--- config.mk ---
export PLATFORM = sky130hd
export DESIGN_NAME = ram_req_ctrl
export DESIGN_NICKNAME = d
export VERILOG_FILES = /design/src/rtl/ram_ctrl_pkg.sv /design/src/rtl/ram_req_ctrl.sv
export SDC_FILE = /design/constraint.sdc
export NUM_CORES = 1
export LEC_CHECK = 0
export ABC_AREA = 1
export CAP_MARGIN = 0
export CELL_PAD_IN_SITES_DETAIL_PLACEMENT = 1
export CELL_PAD_IN_SITES_GLOBAL_PLACEMENT = 1
export CORE_UTILIZATION = 33
export DETAILED_ROUTE_END_ITERATION = 8
export PLACE_DENSITY = 0.82
export SETUP_SLACK_MARGIN = 0.2
export SYNTH_ARGS = -nofsm -noshare
export SYNTH_HDL_FRONTEND = slang
export SYNTH_SLANG_ARGS = --single-unit
--- constraint.sdc ---
create_clock -name clk_i -period 1.71 [get_ports clk_i]
set_input_delay 0.2565 -clock clk_i [delete_from_list [all_inputs] [get_ports clk_i]]
set_output_delay 0.2565 -clock clk_i [all_outputs]
set_load 0.1 [all_outputs]
--- src/rtl/ram_ctrl_pkg.sv ---
// ram_ctrl_pkg: shared definitions for the 64x8 RAM request front-end.
//   ADDR_W_DFLT / DATA_W_DFLT : default RAM address / data widths
//   ST_*                      : FSM state encodings (IDLE, WR, RD, CAP, RSP)
//   state_e                   : enum view of the same encodings
//   req_lat_t                 : request captured on accept {wr, addr, data}
package ram_ctrl_pkg;

    localparam int unsigned ADDR_W_DFLT = 6;
    localparam int unsigned DATA_W_DFLT = 8;

    localparam logic [2:0] ST_IDLE = 3'd0;
    localparam logic [2:0] ST_WR   = 3'd1;
    localparam logic [2:0] ST_RD   = 3'd2;
    localparam logic [2:0] ST_CAP  = 3'd3;
    localparam logic [2:0] ST_RSP  = 3'd4;

    typedef enum logic [2:0] {
        S_IDLE = ST_IDLE,
        S_WR   = ST_WR,
        S_RD   = ST_RD,
        S_CAP  = ST_CAP,
        S_RSP  = ST_RSP
    } state_e;

    typedef struct packed {
        logic                   wr;
        logic [ADDR_W_DFLT-1:0] addr;
        logic [DATA_W_DFLT-1:0] data;
    } req_lat_t;

endpackage

--- src/rtl/ram_req_ctrl.sv ---
// ram_req_ctrl: request front-end for a 64x8 synchronous RAM with registered dout.
// Accepts one read/write request at a time, drives the RAM pins, waits out the
// one-cycle read latency and returns read data on a valid/ready channel.
// Ports:
//   clk_i, rst_i                 clock, synchronous active-high reset (shared with RAM)
//   req_valid_i / req_ready_o    request handshake
//   req_wr_i, req_addr_i, req_data_i  request payload (data ignored for reads)
//   rsp_valid_o / rsp_ready_i    response handshake, rsp_data_o read data
//   ram_wr_o, ram_addr_o, ram_din_o, ram_dout_i  RAM pin interface
//   rb_err_o                     sticky write-readback mismatch (0 without the feature)
// Build option: define RAM_REQ_CTRL_READBACK_EN to read back every write and
// flag mismatches on rb_err_o.
module ram_req_ctrl
    import ram_ctrl_pkg::*;
#(
    parameter int unsigned ADDR_W = ADDR_W_DFLT,
    parameter int unsigned DATA_W = DATA_W_DFLT
) (
    input  logic              clk_i,
    input  logic              rst_i,
    input  logic              req_valid_i,
    output logic              req_ready_o,
    input  logic              req_wr_i,
    input  logic [ADDR_W-1:0] req_addr_i,
    input  logic [DATA_W-1:0] req_data_i,
    output logic              rsp_valid_o,
    input  logic              rsp_ready_i,
    output logic [DATA_W-1:0] rsp_data_o,
    output logic              ram_wr_o,
    output logic [ADDR_W-1:0] ram_addr_o,
    output logic [DATA_W-1:0] ram_din_o,
    input  logic [DATA_W-1:0] ram_dout_i,
    output logic              rb_err_o
);

`ifdef RAM_REQ_CTRL_READBACK_EN
    localparam bit RB_EN = 1'b1;
`else
    localparam bit RB_EN = 1'b0;
`endif

    logic [2:0]        state_q,     state_d;
    req_lat_t          lat_q,       lat_d;
    logic              req_ready_q, req_ready_d;
    logic              rsp_valid_q, rsp_valid_d;
    logic [DATA_W-1:0] rsp_data_q,  rsp_data_d;
    logic              ram_wr_q,    ram_wr_d;
    logic [ADDR_W-1:0] ram_addr_q,  ram_addr_d;
    logic [DATA_W-1:0] ram_din_q,   ram_din_d;

    // State and output registers
    always_ff @(posedge clk_i) begin
        if (rst_i) begin
            state_q     <= ST_IDLE;
            lat_q       <= '0;
            req_ready_q <= 1'b1;
            rsp_valid_q <= 1'b0;
            rsp_data_q  <= '0;
            ram_wr_q    <= 1'b0;
            ram_addr_q  <= '0;
            ram_din_q   <= '0;
        end else begin
            state_q     <= state_d;
            lat_q       <= lat_d;
            req_ready_q <= req_ready_d;
            rsp_valid_q <= rsp_valid_d;
            rsp_data_q  <= rsp_data_d;
            ram_wr_q    <= ram_wr_d;
            ram_addr_q  <= ram_addr_d;
            ram_din_q   <= ram_din_d;
        end
    end

    // Next-state and next-output logic; outputs are set one state ahead so the
    // registered pins line up with the state they belong to.
    always_comb begin
        state_d     = state_q;
        lat_d       = lat_q;
        req_ready_d = req_ready_q;
        rsp_valid_d = rsp_valid_q;
        rsp_data_d  = rsp_data_q;
        ram_wr_d    = 1'b0;
        ram_addr_d  = ram_addr_q;
        ram_din_d   = ram_din_q;

        case (state_q)
            ST_IDLE: begin
                if (req_valid_i && req_ready_q) begin
                    lat_d.wr    = req_wr_i;
                    lat_d.addr  = ADDR_W_DFLT'(req_addr_i);
                    lat_d.data  = DATA_W_DFLT'(req_data_i);
                    req_ready_d = 1'b0;
                    ram_addr_d  = req_addr_i;
                    if (req_wr_i) begin
                        ram_wr_d  = 1'b1;
                        ram_din_d = req_data_i;
                        state_d   = ST_WR;
                    end else begin
                        state_d   = ST_RD;
                    end
                end
            end
            ST_WR: begin
                // With readback the same address is read straight after the write
                ram_addr_d  = ADDR_W'(lat_q.addr);
                ram_din_d   = DATA_W'(lat_q.data);
                state_d     = RB_EN ? ST_RD : ST_IDLE;
                req_ready_d = !RB_EN;
            end
            ST_RD: begin
                ram_addr_d = ADDR_W'(lat_q.addr);
                state_d    = ST_CAP;
            end
            ST_CAP: begin
                if (RB_EN && lat_q.wr) begin
                    // Write readback: checked below, never reported as a response
                    state_d     = ST_IDLE;
                    req_ready_d = 1'b1;
                end else begin
                    rsp_data_d  = ram_dout_i;
                    rsp_valid_d = 1'b1;
                    state_d     = ST_RSP;
                end
            end
            ST_RSP: begin
                if (rsp_ready_i) begin
                    rsp_valid_d = 1'b0;
                    req_ready_d = 1'b1;
                    state_d     = ST_IDLE;
                end
            end
            default: begin
                state_d     = ST_IDLE;
                req_ready_d = 1'b1;
                rsp_valid_d = 1'b0;
            end
        endcase
    end

`ifdef RAM_REQ_CTRL_READBACK_EN
    logic rb_err_q;

    // Sticky readback mismatch flag, cleared only by reset
    always_ff @(posedge clk_i) begin
        if (rst_i) begin
            rb_err_q <= 1'b0;
        end else if (state_q == ST_CAP && lat_q.wr && ram_dout_i != DATA_W'(lat_q.data)) begin
            rb_err_q <= 1'b1;
        end
    end

    assign rb_err_o = rb_err_q;
`else
    assign rb_err_o = 1'b0;
`endif

    assign req_ready_o = req_ready_q;
    assign rsp_valid_o = rsp_valid_q;
    assign rsp_data_o  = rsp_data_q;
    assign ram_wr_o    = ram_wr_q;
    assign ram_addr_o  = ram_addr_q;
    assign ram_din_o   = ram_din_q;

endmodule

==> results.md <==
- The run finished with clean final reports.
- The slowest stage of the critical path is the sky130_fd_sc_hd__clkdlybuf4s50_1 cell.
- The commonest cells after synthesis are 83 x sky130_fd_sc_hd__nand2_1, 70 x sky130_fd_sc_hd__nor2_1, 42 x sky130_fd_sc_hd__dfxtp_1, 38 x sky130_fd_sc_hd__inv_1, 17 x sky130_fd_sc_hd__o21ai_0.
- The critical path's top delay family is buffers and inverters.
- For this run, the number of Yosys warnings is 0.
- The average size of a mapped cell is 6.62 µm².
- Hold repair after CTS inserted 0 buffers.
- For this run, the detailed router's first-pass iteration total came to 5.
- The area growth from synthesis to layout is 50.1%.
- The type of the tightest min-delay check is register to register.
- In this run the critical register-to-register path is launched from state_q[1].
- The tool flagged a number of max-cap violations equal to 0.
- The total global routing overflow is 0.
- Counting every net in the synthesized netlist gives 316.
- Measured along the y axis, the die boundary spans 78.1 µm.
- Derived from the worst setup path, the maximum achievable clock frequency is 717 MHz.
- The full die area is 0.00610 mm².
- The path with the worst hold slack has its endpoint at lat_q[0].
- In this run the critical register-to-register path is captured at ram_addr_o[2].
- Of the available clock period, the critical path in the final layout requires 81.5%.
- Together, buffers and inverters on the worst path number 1.
- The total clock sinks is 42.
- The mapped netlist covers about 0.0019 mm².
- The share of Yosys cell area claimed by the top area cell type is 44.0%.
- The final hold violation count is 0.
- After legalization and detailed placement, the total HPWL measured 3680 µm.
- The via count is roughly 1.9k.
- The total routing usage reported by global routing is 18.0%.
- The number of global-route vias before repair is 1866.
- The most used flip-flop cell after synthesis is sky130_fd_sc_hd__dfxtp_1.
- The library cell with the highest instance count after synthesis is sky130_fd_sc_hd__nand2_1.
- The initial core utilization is 34.5%.
- The number of antenna violations at the first check in global routing was 0.
- The number of cells traversed by the worst register-to-register path is 6.
- Setup slack on the critical path of the routed design comes to 0.316 ns.
- In this run the worst path has a maximum fanout of 12.
- The H-tree depth is 2.
- Synthesis produced a netlist whose cell count is 289.
- The depth of the critical timing path with buffers and inverters included is 6.
- The final worst hold slack is roughly 0.52 ns.
- The routability congestion estimate is around 0.77.
- The sequential fraction of the synthesis area is 44.0%.
- The nature of the critical path startpoint is an input port.
- The minimum clock period is 1.39 ns.
- Across the routed clock network, the largest skew measured is 0.00416 ns.
- Counting the buffers created by CTS gives 5.
- The count of input and output buffers is 51.
- The floorplan has 27 rows.
- The analysis attributes to cell leakage a power of 1.37 nW.
- The first global-routing pass estimated about 8500 µm of wire.
- Yosys mapped a number of flops with a built-in enable equal to 0.
- After synthesis, the share of flip-flops with an asynchronous set or reset is 0%.
- The post-route antenna net violation count is 0.
- Clock latency on the worst-skew pair, taken at its later pin, is 0.29 ns.
- Setup repair after global routing could not meet its margin everywhere.
- The largest single stage delay on the critical path is ~0.63 ns.
- The max-slew violation total from the final report came to 0.
- The overall die width is between 70 and 80 µm.
- Traced cell by cell, the critical path runs through clkdlybuf4s50_1 -> nand2_1 -> nand3_2 -> nand2_2 -> a21oi_1 -> nor2_1.
- The total length of routed wires is 5350 µm.
- The worst setup slack before clock tree synthesis is 0.0943 ns.
- The net count reported at finish is 369.
- The tree is rooted in a sky130_fd_sc_hd__clkbuf_8.
- The distinct cell type count after synthesis is 24.
- Fill cells in the final layout number 691.
- STA classifies the critical path endpoint as a register.
- For this block, the initial DRC count from the detailed router was 65.
- The number of inserted diodes is 0.
- At the worst endpoint, the arrival time is 1.59 ns.
- After routing, the total negative slack on setup checks comes to 0 ns.
- After clock tree synthesis, the clock-pin slew on the worst setup and hold paths is 0.08 ns.
- The share of cells above drive strength 1 is roughly 15%.
- The placeable core area is 0.00554 mm².
- The total power density per cell area is 1210 mW/mm².
- The register-to-register setup slack is ~0.32 ns.
- The cell count of the worst hold path is 4.
- In this run the deepest clock path goes through 2 buffers.
- 53 I/O pins were placed.
- By area the synthesized netlist is led by sky130_fd_sc_hd__dfxtp_1 44%, sky130_fd_sc_hd__nand2_1 16%, sky130_fd_sc_hd__nor2_1 14%, sky130_fd_sc_hd__inv_1 7.5%, sky130_fd_sc_hd__o21ai_0 4.5%.
- The worst-case IR drop observed on VDD is roughly 0.00052 V.
- Dividing the detail-routed wire length by the instance count gives 12.9 µm.
- The biggest area contributor in the post-synthesis netlist is sky130_fd_sc_hd__dfxtp_1.
- The TritonCTS clock tree is done.
- The final count of negative-setup-slack endpoints is 0.
- The worst hold path begins at lat_q[0].
- The via-per-instance ratio is about 4.5.
- The critical path is of the input port to register type.
- For this run, design rule violations remaining after detail routing come to 0.
- The count of state elements after synthesis is 42.
- The data required time of the worst path is 1.90 ns.
- The maximum number of pins on one net before global-route repair is 29.
-- worst register-to-register path: cells and delay by family, from the launching register on --
family	cells	cell delay, ns
compound gates	1	0.13
buf+inv	1	0.19
flops	1	0.36
simple gates	4	0.61
-- worst max path at each step --
stage           startpoint            end  slack (ns)
2_1_floorplan  req_ready_o  ram_addr_o[0]        0.27
3_3_place_gp   req_valid_i      lat_q[11]        0.18
3_5_place_dp   req_valid_i       lat_q[5]        0.09
4_1_cts         state_q[2]       lat_q[5]        0.25
5_1_grt         state_q[1]  ram_addr_o[3]        0.19
6_report       req_valid_i  ram_addr_o[2]        0.32
-- cell type report --
cell class,count,area (µm²),area share (%)
Inverter,41,154,5.36
Timing Repair Buffer,55,803,28.0
Sequential cell,42,846,29.5
Clock buffer,7,76.3,2.66
Multi-Input combinational cell,197,871,30.3
Tap cell,72,90.1,3.14
Clock inverter,1,30.0,1.05
-- metal layers --
layer / GRT usage, % / share of wire [%]
met5: 0 / 0
met4: 6.11 / 1.3
met3: 3.84 / 2.4
met2: 33.4 / 53
met1: 20.1 / 44
-- cell families after synthesis --
group / count (synthesis) / synth area share, %
DFF: 42 / 44.0
buffers and inverters: 51 / 11.8
AOI/OAI and AO/OA: 30 / 8.12
other: 1 / 0.196
and+or+nand+nor: 165 / 35.9
-- what timing repair did --
| item | CTS | global route |
|---|---|---|
| endpoints found under the setup margin | 0 | 21 |
| gates resized for setup | 0 | 5 |
| buffers inserted | 0 | 0 |
-- cell usage in the layout (no fill, tap or decap), drive strengths merged --
cell	netlist	final
inv	41	41
o21bai	1	1
a211oi	1	1
nor2	72	72
nor3	2	2
clkbuf	1	7
o21ai	18	18
dfxtp	42	42
nand2	87	87
buf	9	29
clkdlybuf4s50	0	26
nand4	1	2
a21oi	10	10
bufinv	0	1
nand3	3	3
conb	1	1
-- through the flow --
step	util (%)	cells	power [mW]	area (µm²)
after global routing	51.8	415	3.68	2870
final	51.8	415	3.48	2870
after floorplan	-	289	2.20	1910
after CTS	51.3	414	3.50	2840
after global placement	49.3	406	2.66	2730
after detailed placement	49.3	406	2.70	2730
-- state kept, by name, summed over array words and instances (netlist names) --
name and cells:
lat_q 14, ram_din_o 8, rsp_data_o 8, ram_addr_o 6
state_q 3, ram_wr_o 1, req_ready_o 1, rsp_valid_o 1
-- where the power goes --
group	internal (mW)	switching (mW)	leakage [nW]
combinational	0.506	0.971	0.976
sequential	1.11	0.117	0.346
clock	0.437	0.342	0.0524
total	2.05	1.43	1.37
No activity file was read; power rests on OpenSTA's default activity.
